$ cat src/rtl/lsu_if.sv
// rtl/lsu_if.sv - data-RAM req/gnt/rvalid bus between the load/store unit and memory
interface lsu_if #(
  parameter int XLEN = 32
);
  logic              dram_req_o;
  logic              dram_we_o;
  logic [XLEN-1:0]   dram_addr_o;
  logic [XLEN/8-1:0] dram_be_o;
  logic [XLEN-1:0]   dram_wr_data_o;
  logic              dram_gnt_i;
  logic              dram_rvalid_i;
  logic [XLEN-1:0]   dram_rd_data_i;

  modport master (
    output dram_req_o, dram_we_o, dram_addr_o, dram_be_o, dram_wr_data_o,
    input  dram_gnt_i, dram_rvalid_i, dram_rd_data_i
  );

  modport slave (
    input  dram_req_o, dram_we_o, dram_addr_o, dram_be_o, dram_wr_data_o,
    output dram_gnt_i, dram_rvalid_i, dram_rd_data_i
  );
endinterface

$ cat src/rtl/lsu.sv
// rtl/lsu.sv - hxd32 load/store unit; optional bus-wait timeout under LSU_TIMEOUT_EN
module lsu #(
  parameter int XLEN    = 32,
  parameter int TIMEOUT = 64
) (
  input  logic            clk_i,
  input  logic            rst_n_i,
  input  logic            lsu_rd_en_i,
  input  logic            lsu_wr_en_i,
  input  logic [2:0]      lsu_sel_i,
  input  logic [XLEN-1:0] alu_data_i,
  input  logic [XLEN-1:0] rs2_rd_data_i,
  output logic            lsu_stall_o,
  output logic            lsu_done_o,
  output logic            lsu_err_o,
  output logic [XLEN-1:0] lsu_rd_data_o,
  lsu_if.master           dram
);

  typedef enum logic [1:0] {S_IDLE, S_REQ, S_WAIT, S_DONE} state_t;

  state_t            r_state;
  state_t            w_state_n;

  logic              r_req;
  logic              r_we;
  logic [XLEN-1:0]   r_addr;
  logic [XLEN/8-1:0] r_be;
  logic [XLEN-1:0]   r_wdata;
  logic [2:0]        r_sel;
  logic [1:0]        r_off;
  logic [XLEN-1:0]   r_rd_data;
  logic              r_done;
  logic              r_err;

  logic              w_access;
  logic              w_store;
  logic              w_legal;
  logic              w_misal;
  logic              w_launch;
  logic              w_fault;
  logic              w_req_drop;
  logic              w_load_done;
  logic              w_timeout;
  logic [XLEN/8-1:0] w_be;
  logic [XLEN-1:0]   w_wdata;
  logic [XLEN-1:0]   w_shift;
  logic [XLEN-1:0]   w_ext;

  // A simultaneous read and write request is handled as a store
  assign w_access = lsu_rd_en_i | lsu_wr_en_i;
  assign w_store  = lsu_wr_en_i;

  // Classify the presented instruction: funct3 legal for its direction, natural alignment
  always_comb begin
    w_legal = 1'b0;
    w_misal = 1'b0;
    if (w_store) begin
      w_legal = (lsu_sel_i == 3'b000) || (lsu_sel_i == 3'b001) || (lsu_sel_i == 3'b010);
    end else begin
      w_legal = (lsu_sel_i[1:0] != 2'b11) && (lsu_sel_i != 3'b110);
    end
    case (lsu_sel_i[1:0])
      2'b01:   w_misal = alu_data_i[0];
      2'b10:   w_misal = |alu_data_i[1:0];
      default: w_misal = 1'b0;
    endcase
  end

  // Store byte lanes and lane-replicated write data; loads always read the full word
  always_comb begin
    w_be    = '1;
    w_wdata = rs2_rd_data_i;
    if (w_store) begin
      case (lsu_sel_i[1:0])
        2'b00: begin
          w_be    = 4'b0001 << alu_data_i[1:0];
          w_wdata = {4{rs2_rd_data_i[7:0]}};
        end
        2'b01: begin
          w_be    = 4'b0011 << alu_data_i[1:0];
          w_wdata = {2{rs2_rd_data_i[15:0]}};
        end
        default: begin
          w_be    = '1;
          w_wdata = rs2_rd_data_i;
        end
      endcase
    end
  end

  assign w_shift = dram.dram_rd_data_i >> {r_off, 3'b000};

  // Align the addressed byte/half to bit 0 and extend according to the latched funct3
  always_comb begin
    case (r_sel)
      3'b000:  w_ext = {{(XLEN-8){w_shift[7]}}, w_shift[7:0]};
      3'b100:  w_ext = {{(XLEN-8){1'b0}}, w_shift[7:0]};
      3'b001:  w_ext = {{(XLEN-16){w_shift[15]}}, w_shift[15:0]};
      3'b101:  w_ext = {{(XLEN-16){1'b0}}, w_shift[15:0]};
      default: w_ext = w_shift;
    endcase
  end

`ifdef LSU_TIMEOUT_EN
  localparam int CNT_W = $clog2(TIMEOUT + 1);
  logic [CNT_W-1:0] r_cnt;

  assign w_timeout = (r_cnt == CNT_W'(TIMEOUT - 1));

  // Count cycles spent waiting on the bus; cleared as each request is launched
  always_ff @(posedge clk_i or negedge rst_n_i) begin
    if (!rst_n_i) begin
      r_cnt <= '0;
    end else if (w_launch) begin
      r_cnt <= '0;
    end else if ((r_state == S_REQ) || (r_state == S_WAIT)) begin
      r_cnt <= r_cnt + 1'b1;
    end
  end
`else
  logic w_unused_timeout;
  assign w_unused_timeout = (TIMEOUT != 0);
  assign w_timeout        = 1'b0;
`endif

  // State register
  always_ff @(posedge clk_i or negedge rst_n_i) begin
    if (!rst_n_i) begin
      r_state <= S_IDLE;
    end else begin
      r_state <= w_state_n;
    end
  end

  // Next state plus single-cycle launch / drop / completion strobes
  always_comb begin
    w_state_n   = r_state;
    w_launch    = 1'b0;
    w_fault     = 1'b0;
    w_req_drop  = 1'b0;
    w_load_done = 1'b0;
    case (r_state)
      S_IDLE: begin
        if (w_access) begin
          if (!w_legal || w_misal) begin
            w_fault   = 1'b1;
            w_state_n = S_DONE;
          end else begin
            w_launch  = 1'b1;
            w_state_n = S_REQ;
          end
        end
      end
      S_REQ: begin
        if (dram.dram_gnt_i) begin
          w_req_drop = 1'b1;
          w_state_n  = r_we ? S_DONE : S_WAIT;
        end else if (w_timeout) begin
          w_req_drop = 1'b1;
          w_fault    = 1'b1;
          w_state_n  = S_DONE;
        end
      end
      S_WAIT: begin
        if (dram.dram_rvalid_i) begin
          w_load_done = 1'b1;
          w_state_n   = S_DONE;
        end else if (w_timeout) begin
          w_fault   = 1'b1;
          w_state_n = S_DONE;
        end
      end
      S_DONE:  w_state_n = S_IDLE;
      default: w_state_n = S_IDLE;
    endcase
  end

  // Registered bus outputs, completion pulses and the held load result
  always_ff @(posedge clk_i or negedge rst_n_i) begin
    if (!rst_n_i) begin
      r_req     <= 1'b0;
      r_we      <= 1'b0;
      r_addr    <= '0;
      r_be      <= '0;
      r_wdata   <= '0;
      r_sel     <= '0;
      r_off     <= '0;
      r_rd_data <= '0;
      r_done    <= 1'b0;
      r_err     <= 1'b0;
    end else begin
      r_done <= (w_state_n == S_DONE);
      r_err  <= w_fault;
      if (w_launch) begin
        r_req   <= 1'b1;
        r_we    <= w_store;
        r_addr  <= {alu_data_i[XLEN-1:2], 2'b00};
        r_be    <= w_be;
        r_wdata <= w_wdata;
        r_sel   <= lsu_sel_i;
        r_off   <= alu_data_i[1:0];
      end else if (w_req_drop) begin
        r_req <= 1'b0;
      end
      if (w_load_done) begin
        r_rd_data <= w_ext;
      end
    end
  end

  assign lsu_stall_o = (r_state == S_REQ) || (r_state == S_WAIT) ||
                       ((r_state == S_IDLE) && w_access);
  assign lsu_done_o    = r_done;
  assign lsu_err_o     = r_err;
  assign lsu_rd_data_o = r_rd_data;

  assign dram.dram_req_o     = r_req;
  assign dram.dram_we_o      = r_we;
  assign dram.dram_addr_o    = r_addr;
  assign dram.dram_be_o      = r_be;
  assign dram.dram_wr_data_o = r_wdata;

endmodule

$ cat src/flat_wrapper.sv
// flat-port wrapper written by rule: the top's interface ports become plain ports
module lsu_flat 
#(
  parameter int XLEN    = 32,
  parameter int TIMEOUT = 64
)
  (clk_i, rst_n_i, lsu_rd_en_i, lsu_wr_en_i, lsu_sel_i, alu_data_i, rs2_rd_data_i, lsu_stall_o, lsu_done_o, lsu_err_o, lsu_rd_data_o, dram_dram_req_o, dram_dram_we_o, dram_dram_addr_o, dram_dram_be_o, dram_dram_wr_data_o, dram_dram_gnt_i, dram_dram_rvalid_i, dram_dram_rd_data_i);
  lsu_if #(.XLEN(XLEN)) dram_i ();
  input  logic clk_i;
  input  logic rst_n_i;
  input  logic lsu_rd_en_i;
  input  logic lsu_wr_en_i;
  input  logic [2:0] lsu_sel_i;
  input  logic [XLEN-1:0] alu_data_i;
  input  logic [XLEN-1:0] rs2_rd_data_i;
  output logic lsu_stall_o;
  output logic lsu_done_o;
  output logic lsu_err_o;
  output logic [XLEN-1:0] lsu_rd_data_o;
  output wire logic [$bits(dram_i.dram_req_o)-1:0] dram_dram_req_o;
  output wire logic [$bits(dram_i.dram_we_o)-1:0] dram_dram_we_o;
  output wire logic [$bits(dram_i.dram_addr_o)-1:0] dram_dram_addr_o;
  output wire logic [$bits(dram_i.dram_be_o)-1:0] dram_dram_be_o;
  output wire logic [$bits(dram_i.dram_wr_data_o)-1:0] dram_dram_wr_data_o;
  input wire logic [$bits(dram_i.dram_gnt_i)-1:0] dram_dram_gnt_i;
  input wire logic [$bits(dram_i.dram_rvalid_i)-1:0] dram_dram_rvalid_i;
  input wire logic [$bits(dram_i.dram_rd_data_i)-1:0] dram_dram_rd_data_i;
  assign dram_dram_req_o = dram_i.dram_req_o;
  assign dram_dram_we_o = dram_i.dram_we_o;
  assign dram_dram_addr_o = dram_i.dram_addr_o;
  assign dram_dram_be_o = dram_i.dram_be_o;
  assign dram_dram_wr_data_o = dram_i.dram_wr_data_o;
  assign dram_i.dram_gnt_i = dram_dram_gnt_i;
  assign dram_i.dram_rvalid_i = dram_dram_rvalid_i;
  assign dram_i.dram_rd_data_i = dram_dram_rd_data_i;
  lsu #(.XLEN(XLEN), .TIMEOUT(TIMEOUT)) u_core (.clk_i(clk_i), .rst_n_i(rst_n_i), .lsu_rd_en_i(lsu_rd_en_i), .lsu_wr_en_i(lsu_wr_en_i), .lsu_sel_i(lsu_sel_i), .alu_data_i(alu_data_i), .rs2_rd_data_i(rs2_rd_data_i), .lsu_stall_o(lsu_stall_o), .lsu_done_o(lsu_done_o), .lsu_err_o(lsu_err_o), .lsu_rd_data_o(lsu_rd_data_o), .dram(dram_i));
endmodule
$ cat config.mk
export PLATFORM = sky130hd
export DESIGN_NAME = lsu_flat
export DESIGN_NICKNAME = d
export VERILOG_FILES = /design/src/rtl/lsu_if.sv /design/src/rtl/lsu.sv /design/src/flat_wrapper.sv
export SDC_FILE = /design/constraint.sdc
export NUM_CORES = 1
export LEC_CHECK = 0
export BUFFER_PORTS_ARGS = -buffer_cell sky130_fd_sc_hd__clkbuf_2
export CAP_MARGIN = 20
export CELL_PAD_IN_SITES_DETAIL_PLACEMENT = 0
export CELL_PAD_IN_SITES_GLOBAL_PLACEMENT = 2
export CORE_UTILIZATION = 33
export CTS_CLUSTER_SIZE = 12
export DETAILED_ROUTE_END_ITERATION = 8
export GPL_TIMING_DRIVEN = 0
export PLACE_DENSITY_LB_ADDON = 0.1
export SETUP_SLACK_MARGIN = 0.3
export SYNTH_ARGS = -nofsm -noshare
export SYNTH_HDL_FRONTEND = slang
export SYNTH_SLANG_ARGS = --single-unit
$ cat constraint.sdc
create_clock -name clk_i -period 3.9 [get_ports clk_i]
set_input_delay 0.78 -clock clk_i [delete_from_list [all_inputs] [get_ports clk_i]]
set_output_delay 0.78 -clock clk_i [all_outputs]
set_load 0.005 [all_outputs]
# After elaboration in Yosys (flattened, before gate mapping)
# Cells that the tools add are included.
[classes] n_bitwise=1 reduce_logical=14 muxes=25 n_shift=3 n_eq_ne=13
[ops] operator="$pmux 32 s4" count=1
[ops] operator="$pmux 32 s2" count=1
[ops] operator="$mux 32" count=1
[ops] operator="$shr 32x5->32" count=1
[ops] operator="$mux 1" count=14
[ops] operator="$eq 2x2->1 const B" count=4
[ops] operator="$mux 2" count=4
[ops] operator="$pmux 2 s4" count=1
[ops] operator="$pmux 4 s2" count=1
[ops] operator="$eq 3x1->1 const B" count=2
[ops] operator="$eq 3x3->1 const B" count=2
[ops] operator="$logic_not 3->1" count=2
[ops] operator="$logic_or 1x1->1" count=5
[ops] operator="$eq 2x1->1 const B" count=2
[ops] operator="$logic_not 2->1" count=2
[ops] operator="$mux 4" count=1
[ops] operator="$shl 1x2->4 const A" count=1
[ops] operator="$shl 2x2->4 const A" count=1
[ops] operator="$eq 3x2->1 const B" count=1
[ops] operator="$ne 3x3->1 const B" count=1
[ops] operator="$logic_and 1x1->1" count=2
[ops] operator="$ne 2x2->1 const B" count=1
[ops] operator="$pmux 1 s2" count=1
[ops] operator="$reduce_bool 2->1" count=1
[ops] operator="other kinds (3)" count=3
[word_totals] register_bits=109 wordCells=67 output_inout_bits=105

# Depth between registers and ports, before layout
[depth] depth_word=10 depth_mapped=8

# Worst setup path before layout
# No wires, ideal clock.
[synth_path] path_kind="in2reg" from="input port lsu_sel_i[0]" to="register u_core.r_addr[28], in the netlist u_core.dram.dram_addr_o[28]" slack_ps=1474 t_required_ps=3775 t_arrival_ps=2301 path_stages=8 path_cell_list="inv_1 -> ha_1 -> or4b_1 -> nand3_2 -> nor3_2 -> buf_6 -> buf_8 -> mux2_4"
[synth_between] elab_chain_len=9
[synth_rtl] element="start, declared" line="flat_wrapper.sv:13" source="input logic [2:0] lsu_sel_i;"
[synth_rtl] element="$eq 3x1->1 / $logic_not 3->1 (equally long branches)" line="lsu.sv:59" source="w_legal = (lsu_sel_i == 3'b000) || (lsu_sel_i == 3'b001) || (lsu_sel_i == 3'b010);"
[synth_rtl] element="$logic_or 1x1->1 (2 in series)" line="lsu.sv:59"
[synth_rtl] element="$mux 1" line="lsu.sv:58" source="if (w_store) begin"
[synth_rtl] element="$logic_not 1->1" line="lsu.sv:146" source="if (!w_legal || w_misal) begin"
[synth_rtl] element="$logic_or 1x1->1 (*)" line="lsu.sv:146"
[synth_rtl] element="$mux 1 (*)" line="lsu.sv:146"
[synth_rtl] element="$mux 1 (*)" line="lsu.sv:145" source="if (w_access) begin"
[synth_rtl] element="$mux 1 (*)" line="lsu.sv:143" source="case (r_state)"
[synth_rtl] element="end signal, assigned" line="lsu.sv:198" source="r_addr <= {alu_data_i[XLEN-1:2], 2'b00};"
[synth_rtl] element="end, declared" line="lsu.sv:27" source="logic [XLEN-1:0] r_addr;"
# Every way passes the cells marked *; elsewhere a longest branch is shown, timed or not.
# A chain may end at the register's enable or synchronous reset.

# Final worst setup path
[layout_path] from="input port lsu_sel_i[0]" to="register u_core.r_be[2], in the netlist u_core.dram.dram_be_o[2]"
[layout_between] elab_chain_len=9
[layout_rtl] element="$eq 3x1->1 / $logic_not 3->1 (equally long branches)" line="lsu.sv:59"
[layout_rtl] element="$logic_or 1x1->1 (2 in series)" line="lsu.sv:59"
[layout_rtl] element="$mux 1" line="lsu.sv:58"
[layout_rtl] element="$logic_not 1->1" line="lsu.sv:146"
[layout_rtl] element="$logic_or 1x1->1" line="lsu.sv:146"
[layout_rtl] element="$mux 1" line="lsu.sv:146"
[layout_rtl] element="$mux 1" line="lsu.sv:145"
[layout_rtl] element="$mux 1" line="lsu.sv:143"
[layout_rtl] element="end signal, assigned" line="lsu.sv:199" source="r_be <= w_be;"
[layout_rtl] element="end, declared" line="lsu.sv:28" source="logic [XLEN/8-1:0] r_be;"
# Parallel ways exist; a longest one is shown, timed or not.

==> flow_summary_export.csv <==
group,metric,value,unit
outcome,status,"completed",
sta,setup_viol,0,
layout,fin_nets,782,
clocking,cts_setup_buffers,0,
sta,maxSlewViolCount,0,
clocking,cts-buffers-inserted,9,
detailed_routing,drc,0,
floorplanning,rows,46,
setup_path,startpoint_type,"primary input",
clocking,clk_pin_slew,0.08,ns
placement,place_area,0.00676,mm2
sta,worst_slack,1.51,ns
clocking,ctsHoldBuffers,0,
pwr,ir_drop,277,uV
yosys,synth-seq-cells,109,
detailed_routing,via_per_inst,4.71,
clocking,ctsResizeCount,0,
global_route,grt_pass1_vias,4167,
yosys,synthCells,450,
sta,timing.final.crit_share,61.2,%
layout,layout-drive-gt1-share,45.7,%
pwr,power.density,745,mW/mm2
placement,portBuffers,207,
global_route,grt_first_pass_wirelength,22400,um
yosys,syn-mean-instance-area,12.1,um2
detailed_routing,avgRoutedWirePerCell,16.5,um
yosys,synth-seq-area-share,50.1,%
pwr,cellLeakagePower,3.54,nW
placement,pre_cts_ws,1.12,ns
setup_path,arrival,2.62,ns
floorplanning,die_h,130,um
sta,fin_tns_setup,0,ns
clocking,cts_tree,"yes",
layout,final_cell_mix,"clkbuf_2 (206), dfrtp_1 (109), mux2_4 (53)",
sta,tightest_slew,0.922,ns
layout,final_common_cell,"clkbuf_2",
sta,layout_min_cycle_time,2.39,ns
run,maxCapViolations,0,
floorplanning,io_pins,210,
clocking,cts-root-buf,"clkbuf_16",
global_route,grt_max_degree,110,
yosys,synth-edff-count,0,
detailed_routing,ant_nets,0,
layout,stdcell_area,0.00707,mm2
sta,skew,0.00754,ns
global_route,grt_usage,17.5,%
sta,max_freq,0.419,GHz
clocking,numClockSinks,109,
sta,rsz0062_at_grt,"no",
floorplanning,start_util,34.0,%
layout,syn_to_final_growth,29.8,%
yosys,ys.warnings.count,0,
placement,dp_hpwl,11100,um
floorplanning,dieWidth,130,um
setup_path,critical_path.endpoint_type,"register",
layout,multiInputGateArea,0.00242,mm2
yosys,synth.distinct_cells,41,
layout,final_util,44.2,%
yosys,async_flop_share,100,%
floorplanning,core,0.0160,mm2
floorplanning,dieArea,0.0170,mm2
clocking,clock_latency,0.36,ns
detailed_routing,drt-initial-drc-count,191,
sta,hold_viol_final,0,
setup_path,worstSetupPathType,"in2reg",
layout,seqCellArea,0.00273,mm2
detailed_routing,wirelength,14700,um
layout,fillers,1602,
setup_path,crit_fanout,10,
layout,antenna_cells,0,
sta,whs,0.484,ns
placement,place.gp.congestion,0.780,
setup_path,cp.required,4.14,ns
yosys,synth.cell_area,0.00544,mm2
clocking,htree_num_levels,3,
global_route,grt_overflow,0,
detailed_routing,vias,4188,
yosys,synth_flop_cell,"dfrtp_1",
clocking,clockBufferDepth,2,
sta,relSlewSlack,38.5,%
min_path,hold_path_class,"reg2reg",
detailed_routing,first_pass_iters,4,
global_route,antenna_found_initial,0,
-- report_power, final --
part           total (mW)  internal, mW  switching [mW]
registers            2.02          1.69           0.326
clock network       0.929         0.457           0.472
logic                2.32          1.29            1.03
total                5.26          3.44            1.82
-- metrics by stage --
| step | power [mW] | cells |
|---|---|---|
| after floorplan | 3.42 | 451 |
| after global placement | 4.36 | 874 |
| after detailed placement | 4.39 | 874 |
| after CTS | 5.36 | 890 |
| after global routing | 5.68 | 890 |
| final | 5.26 | 890 |
-- layout make-up --
cell class / instances / area share [%]
clock buffer: 9 / 3.19
inverter: 20 / 1.06
timing repair buffer: 207 / 14.8
sequential: 109 / 38.6
buffer: 30 / 3.24
multi-input combinational: 292 / 34.2
tap: 216 / 3.82
clock inverter: 7 / 1.12
-- path summary, 6_finish.rpt --
kind | from | end | slack [ns] | depth (start not counted)
min in group asynchronous | rst_n_i | u_core.lsu_rd_data_o[2] | 0.50 | 1
min reg2reg | u_core.lsu_rd_data_o[1] | u_core.lsu_rd_data_o[1] | 0.48 | 2
max in group asynchronous | rst_n_i | u_core.dram.dram_wr_data_o[1] | 2.73 | 1
max | lsu_sel_i[0] | u_core.dram.dram_be_o[2] | 1.51 | 8
max reg2reg | u_core.r_state[0] | u_core.lsu_rd_data_o[26] | 1.52 | 7
min | u_core.lsu_rd_data_o[1] | u_core.lsu_rd_data_o[1] | 0.48 | 2
-- critical path, stage by stage --
cell and delay (ns):
clkbuf_2 0.11, inv_1 0.09, ha_1 0.17, clkbuf_1 0.39, o21a_1 0.24, clkbuf_1 0.39, o21ai_0 0.16, mux2_2 0.29
-- synthesized netlist by cell type (2+ instances only) --
master     count  area [um2]
buf_1          3        11.3
or2_2          2        12.5
nor2b_1       11        68.8
a221o_1       16         160
inv_1         20        75.1
buf_12         5         100
a22oi_1        8        60.1
a21oi_1       32         160
nand2_1       45         169
mux2_2        12         135
nor3_2         2        20.0
buf_4          3        22.5
dfrtp_1      109        2730
ha_1           8         100
mux2i_1       32         320
o21a_1         3        22.5
nand3_1        2        10.0
nor2_1        20        75.1
mux2_4        53         796
o2bb2ai_1      8        70.1
nand2b_1       3        18.8
o22ai_1        2        12.5
buf_2          4        20.0
o21ai_0       16        80.1
and2_1         3        18.8
clkbuf_1      13        48.8
-- cells by family after synthesis --
family / synth area share (%)
and+or+nand+nor: 8.16
DFF: 50.1
adders and majority gates: 1.84
buffers and inverters: 5.58
other: 0.0689
AOI/OAI and AO/OA: 11.3
muxes: 23.0
-- layer usage --
metal	wire length, um	share of wire (%)	up-vias	track usage (%)
met4	216	1.5	0	6.15
met2	6630	45	141	27.2
met5	0	0	-	0
met3	992	6.7	14	4.03
met1	6870	47	2008	24.0
li1	-	-	2025	-
-- state kept, by name (all words and copies together), names as in the netlist --
register,flops
u_core.dram.dram_req_o,1
u_core.lsu_rd_data_o,32
u_core.dram.dram_addr_o,30
u_core.r_state,2
u_core.r_sel,3
u_core.lsu_done_o,1
u_core.lsu_err_o,1
u_core.dram.dram_be_o,4
u_core.dram.dram_wr_data_o,32
u_core.dram.dram_we_o,1
u_core.r_off,2
No activity file was read; power rests on OpenSTA's default activity.
